[src/rtl/elevator_scan_ctrl.sv]
// SCAN-scheduled elevator controller: latched request bitmap, timed travel and door,
// emergency-stop freeze/resume, saturating served-stop counter.
module elevator_scan_ctrl #(
  parameter int unsigned FLOORS      = 4,
  parameter int unsigned MOVE_CYCLES = 4,
  parameter int unsigned DOOR_CYCLES = 3,
  parameter int unsigned CNT_W       = 8,
  localparam int unsigned FW         = $clog2(FLOORS)
) (
  input  logic              clk,
  input  logic              rst,
  input  logic              stop,
  input  logic              req_valid,
  input  logic [FW-1:0]     req_floor,
  output logic              req_ready,
  output logic [FW-1:0]     floor,
  output logic              dir_up,
  output logic              moving,
  output logic              door_open,
  output logic [FLOORS-1:0] pending,
  output logic [CNT_W-1:0]  served_count
);

  localparam int unsigned TMAX = (MOVE_CYCLES > DOOR_CYCLES) ? MOVE_CYCLES : DOOR_CYCLES;
  localparam int unsigned TW   = $clog2(TMAX + 1);

  localparam logic [1:0] IDLE = 2'd0;
  localparam logic [1:0] MOVE = 2'd1;
  localparam logic [1:0] DOOR = 2'd2;
  localparam logic [1:0] HALT = 2'd3;

  logic [1:0]        state, saved, eff;
  logic [TW-1:0]     timer;

  logic [1:0]        state_nxt, saved_nxt;
  logic [FW-1:0]     floor_nxt, next_floor, arrive;
  logic              dir_nxt;
  logic [TW-1:0]     timer_nxt;
  logic [FLOORS-1:0] pending_nxt;
  logic [CNT_W-1:0]  served_nxt;
  logic              above, below, accept, door_hit, enter_door;
  int unsigned       floor_u;

  assign req_ready = rst && (state != HALT);
  assign moving    = (state == MOVE);
  assign door_open = (state == DOOR) || (state == HALT && saved == DOOR);

  always_comb begin
    // Leaving HALT runs the saved state's step on that same edge, so a stop of N edges delays by exactly N.
    eff     = (state == HALT) ? saved : state;
    floor_u = 32'(floor);
    above   = 1'b0;
    below   = 1'b0;
    for (int unsigned i = 0; i < FLOORS; i++) begin
      if (pending[i]) begin
        if (i > floor_u) above = 1'b1;
        if (i < floor_u) below = 1'b1;
      end
    end
    accept   = req_valid && req_ready && (32'(req_floor) < FLOORS);
    door_hit = accept && (state == DOOR) && (req_floor == floor);

    state_nxt   = state;
    saved_nxt   = saved;
    floor_nxt   = floor;
    dir_nxt     = dir_up;
    timer_nxt   = timer;
    served_nxt  = served_count;
    pending_nxt = pending;
    enter_door  = 1'b0;
    arrive      = floor;
    next_floor  = dir_up ? floor + 1'b1 : floor - 1'b1;
    if (accept && !door_hit) pending_nxt[req_floor] = 1'b1;

    if (stop) begin
      state_nxt = HALT;
      if (state != HALT) saved_nxt = state;
    end else begin
      case (eff)
        IDLE: begin
          state_nxt = IDLE;
          timer_nxt = '0;
          if (pending[floor]) begin
            state_nxt  = DOOR;
            enter_door = 1'b1;
          end else if (above && (dir_up || !below)) begin
            dir_nxt   = 1'b1;
            state_nxt = MOVE;
          end else if (below) begin
            dir_nxt   = 1'b0;
            state_nxt = MOVE;
          end
        end
        MOVE: begin
          state_nxt = MOVE;
          if (timer == TW'(MOVE_CYCLES - 1)) begin
            timer_nxt = '0;
            floor_nxt = next_floor;
            arrive    = next_floor;
            if (pending[next_floor]) begin
              state_nxt  = DOOR;
              enter_door = 1'b1;
            end else if (dir_up ? (next_floor == FW'(FLOORS - 1)) : (next_floor == '0)) begin
              state_nxt = IDLE;
            end
          end else begin
            timer_nxt = timer + 1'b1;
          end
        end
        DOOR: begin
          state_nxt = DOOR;
          if (door_hit) begin
            timer_nxt = '0;
          end else if (timer == TW'(DOOR_CYCLES - 1)) begin
            timer_nxt = '0;
            state_nxt = IDLE;
          end else begin
            timer_nxt = timer + 1'b1;
          end
        end
        default: state_nxt = IDLE;
      endcase
    end

    if (enter_door) begin
      pending_nxt[arrive] = 1'b0;
      if (served_count != '1) served_nxt = served_count + 1'b1;
    end
  end

  always_ff @(posedge clk or negedge rst) begin
    if (!rst) begin
      state        <= IDLE;
      saved        <= IDLE;
      floor        <= '0;
      dir_up       <= 1'b1;
      timer        <= '0;
      pending      <= '0;
      served_count <= '0;
    end else begin
      state        <= state_nxt;
      saved        <= saved_nxt;
      floor        <= floor_nxt;
      dir_up       <= dir_nxt;
      timer        <= timer_nxt;
      pending      <= pending_nxt;
      served_count <= served_nxt;
    end
  end

endmodule

[config.mk]
export PLATFORM = sky130hd
export DESIGN_NAME = elevator_scan_ctrl
export DESIGN_NICKNAME = d
export VERILOG_FILES = /design/src/rtl/elevator_scan_ctrl.sv
export SDC_FILE = /design/constraint.sdc
export NUM_CORES = 1
export LEC_CHECK = 0
export CORE_MARGIN = 2
export CORE_UTILIZATION = 52
export DETAILED_ROUTE_END_ITERATION = 10
export HOLD_SLACK_MARGIN = 0.02
export PLACE_DENSITY_LB_ADDON = 0.05
export SLEW_MARGIN = 0
export SYNTH_ARGS = -nofsm -noshare
export SYNTH_HDL_FRONTEND = slang
export SYNTH_SLANG_ARGS = --single-unit
[constraint.sdc]
create_clock -name clk -period 3.05 [get_ports clk]
set_clock_uncertainty 0.05 [all_clocks]
set_input_delay 0.61 -clock clk [delete_from_list [all_inputs] [get_ports clk]]
set_output_delay 0.61 -clock clk [all_outputs]
set_load 0.05 [all_outputs]
# Word level (Yosys, flattened, before mapping)
# Index checks and enable logic that the tools add are counted.
[word_totals]
output_inout_bits = 18
reg_bits = 22
elab_cells = 110
rom_bits = 0
latch_bits = 0
ramBits = 0
input_bits = 6
memories = 0
[op_classes]
n_shift = 0
muxes = 49
n_mul = 0
eq_ne = 12
reduce_logical = 21
n_div = 0
addsub = 4
n_lt_le_gt_ge = 12
bitwise_logic = 5
[ops]
columns = ["op", "count"]
rows = [
  ["$mux W1", 26],
  ["$mux W2", 11],
  ["$lt A2 B3 Y1 const B", 4],
  ["$eq A2 B2 Y1 const B", 5],
  ["$logic_and A1 B1 Y1", 9],
  ["$mux W3", 3],
  ["$pmux W3 S3", 1],
  ["$add A8 B1 Y8 const B", 1],
  ["$mux W4", 2],
  ["$ne A8 B8 Y1 const B", 1],
  ["$eq A3 B2 Y1 const B", 2],
  ["$pmux W2 S3", 1],
  ["$reduce_and A2 Y1", 3],
  ["$and A4 B4 Y4", 1],
  ["$bmux W1 S2", 2],
  ["$demux W1 S2", 2],
  ["$eq A2 B1 Y1 const B", 2],
  ["$ge A2 B1 Y1 const B", 2],
  ["$gt A2 B2 Y1 const A", 2],
  ["$logic_not A2 Y1", 2],
  ["$lt A1 B2 Y1 const A", 2],
  ["$not A4 Y4", 1],
  ["$or A4 B4 Y4", 1],
  ["$reduce_and A4 Y1", 1],
  ["other kinds (13)", 16],
]

# Longest topological paths before layout
[depth]
word_depth = 14
mapped_depth = 9
depth_no_buf = 9

# Worst setup path before layout
# OpenSTA, ideal clock, no wires.
[synth_path]
path_kind = "in2reg"
from = "input port rst"
to = "register timer[0]"
path_buffers = 0
arrival_time_ps = 2622
cell_stages = 5
setup_ps = 121
required_time_ps = 2879
setup_slack_ps = 257
cell_sequence = "a21boi_0 -> nand2_1 -> nor2b_1 -> o22ai_1 -> a22o_1"
[synth_via]
elab_chain_len = 6
[synth_lines]
columns = ["element", "line_no", "rtl"]
rows = [
  ["start, declared", "11", "input logic rst,"],
  ["$logic_and A1 B1 Y1", "44", "assign req_ready = rst && (state != HALT);"],
  ["$logic_and A1 B1 Y1", "60", "accept = req_valid && req_ready && (32'(req_floor) < FLOORS);"],
  ["$logic_and A1 B1 Y1 (2 in a row)", "61", "door_hit = accept && (state == DOOR) && (req_floor == floor);"],
  ["$mux W3", "112", "if (door_hit) begin"],
  ["$pmux W3 S3", "79", "case (eff)"],
  ["end signal, assigned", "145", "timer <= timer_nxt;"],
  ["end, declared", "33", "logic [TW-1:0] timer;"],
]
# No other way between the ends.
# A chain may end at the register's enable or synchronous reset.

# Final worst setup path
[layout_path]
from = "register state[0]"
to = "output port door_open"
[layout_via]
elab_chain_len = 3
elab_cells_between_ends = 4
cone_classes = "eq/ne: 2; reduce/logical: 2"
[layout_lines]
columns = ["element", "line_no", "rtl"]
rows = [
  ["start, declared", "32", "logic [1:0] state, saved, eff;"],
  ["start signal, assigned", "141", "state <= state_nxt;"],
  ["$eq A2 B2 Y1", "46", "assign door_open = (state == DOOR) || (state == HALT && saved == DOOR);"],
  ["$logic_and A1 B1 Y1", "46", ""],
  ["$logic_or A1 B1 Y1 (*)", "46", ""],
  ["end, declared", "19", "output logic door_open,"],
]
# Every way passes the cells marked *; elsewhere a longest branch is shown, timed or not.

==> results.json <==
{
  "ys_seq_area_frac": 0.382,
  "power_density_nw_per_um2": 1070,
  "synthMostInstantiatedCell": "dfrtp_1",
  "cp.arrival_ns": 2.07,
  "wirelength_um": 3000,
  "ir_drop_mv": 0.902,
  "path_clk_slew_ns": 0.13,
  "antenna_found_initial": 0,
  "grtUsageTotal": 0.208,
  "areaGrowthSynthToFinish_pct": 23.0,
  "netlist_area_um2": 1440,
  "synth_top_area_frac": 0.364,
  "ant_nets": 0,
  "die-area_um2": 3210,
  "holdBufCountCts": 0,
  "first_pass_iters": 4,
  "async_flop_share": 1.00,
  "gp_routability_congestion": 0.790,
  "vias_per_cell": 5.65,
  "die_w_um": 56.7,
  "preCtsSetupSlack_ns": 0.441,
  "dr_total_vias": 1141,
  "grt_pass1_wl_um": 5180,
  "clock_sinks": 22,
  "finalSetupViolCount": 0,
  "drv_slew": 0,
  "yosysTopAreaCell": "dfrtp_1",
  "cp.required_ns": 2.39,
  "dp_hpwl_um": 2350,
  "ys.flop_type": "dfrtp_1",
  "initial_utilization": 0.537,
  "startpoint_type": "flop",
  "worst_pin_slew_ns": 0.508,
  "fin_nets": 193,
  "fmax_mhz": 366,
  "drc": 0,
  "die_height_um": 56.7,
  "yosys-top-cells-area": "dfrtp_1 36%, ha_1 13%, xnor2_1 4.2%",
  "crit_type": "flop to primary output",
  "synth.distinct_cells": 42,
  "drt_iter0_markers": 55,
  "leakage_nw": 0.769,
  "rsz0062_at_grt": "false",
  "n_antenna_cell": 0,
  "postSynthCellCount": 144,
  "wl_per_cell_um": 14.8,
  "hp-class": "flop to flop",
  "core_um2": 2690,
  "post_cts_resized": 0,
  "cts_buffers": 3,
  "io_pins": 24,
  "dp_cells": 198,
  "drive_above_1_share": 0.0819,
  "yosysWarnings": 0,
  "cp_max_fo": 6,
  "setup_ws_ns": 0.318,
  "cts_max_level": 1,
  "ys_ff_latch": 22,
  "stdcell_count": 202,
  "synth_fp_nets": 165,
  "synth_edf_count": 0,
  "grt_pass1_vias": 1133,
  "post-route-period-util": 0.896,
  "finalCriticalPeriod_ns": 2.73,
  "cts_tree": "yes",
  "grt_max_degree": 23,
  "rows": 19,
  "status": "complete, no violations",
  "postCtsSetupBuffers": 0,
  "grt-ovfl-total": 0,
  "clk_latency_ns": 0.32,
  "hold_viol": 0,
  "root_buffer": "clkbuf_4",
  "maxCapViolations": 0,
  "tns_ns": 0,
  "syn_area_per_cell_um2": 10.0,
  "clock_path_buffers": 2,
  "ys_top_cells_by_count": "21 x dfrtp_1, 15 x ha_1, 14 x inv_1",
  "portBuffers": 23,
  "fin_util": 0.660,
  "critPathCaptureType": "primary output",
  "relSlewSlack": 0.660
}
==> cells by family (layout without fill, tap and decap cells) <==
kind of cell	after synthesis	in the layout	synth area share
buffers and inverters	16	43	0.0468
and+or+nand+nor	43	43	0.157
muxes	6	6	0.0546
xor gates and xnor gates	12	12	0.0729
AOI/OAI and AO/OA	30	30	0.156
adders and majority gates	15	15	0.130
DFF	22	22	0.382
==> flip-flops by register name, summed over array words and instances (netlist names) <==
signal and count:
pending 4, state 2, floor 2, timer 3, dir_up 1, saved 2, served_count 8
==> worst paths after layout <==
path,slack (ns),to,depth (start not counted),startpoint
worst max register to register,0.39,pending[2],7,floor[1]
worst min-delay path,0.47,saved[1],2,saved[1]
worst min register to register,0.47,saved[1],2,saved[1]
worst max-delay path,0.32,door_open,4,state[0]
max in group asynchronous,2.04,dir_up,2,rst
min in group asynchronous,0.64,served_count[5],2,rst
==> cells in the final DEF, fill, tap and decap left out, drive strengths merged, types with 2 or more instances in the layout <==
cell type / instances
nand3: 2
and3: 2
mux2: 2
o32a: 2
nor3: 4
xnor2: 7
nor4: 2
clkbuf: 3
a22o: 2
nor2: 11
a21oi: 6
clkdlybuf4s50: 22
buf: 3
dfrtp: 21
o31ai: 3
nor2b: 2
a221oi: 2
inv: 14
nand2: 8
mux2i: 3
a31oi: 4
nand4: 5
xor2: 5
o21ai: 5
ha: 15
==> metal layers <==
metal / part of all wire / track usage
met5: 0 / 0
met4: 0.015 / 0.0714
met3: 0.038 / 0.0438
met2: 0.51 / 0.364
met1: 0.44 / 0.252
==> report_power, final <==
group	switching (mW)	leakage (nW)	internal [mW]
logic	0.713	0.468	0.438
clock network	0.0969	0.0279	0.133
registers	0.132	0.273	0.393
total	0.942	0.769	0.964
==> worst max-delay path: stages (launching register included) <==
cell             delay (ns)
dfrtp_1                0.48
inv_1                  0.10
o21ai_0                0.18
a21oi_1                0.17
clkdlybuf4s50_1        0.82
==> final cells by class <==
type | instances | area (um2)
clock inverter | 1 | 30.0
inverter | 14 | 52.6
tap | 31 | 38.8
sequential | 22 | 552
clock buffer | 3 | 22.5
fill | 208 | 912
multi-input combinational | 106 | 823
timing repair buffer | 25 | 255
==> stage by stage <==
stage | cell area (um2) | total power [mW] | hold WS [ns]
2_1_floorplan | 1440 | 1.34 | 0.264
3_3_place_gp | 1720 | 1.65 | 0.435
3_5_place_dp | 1720 | 1.69 | 0.447
4_1_cts | 1770 | 1.91 | 0.472
5_1_grt | 1770 | 2.05 | 0.499
6_report | 1770 | 1.91 | 0.471
Note: power is estimated with default switching activity, not from simulation.
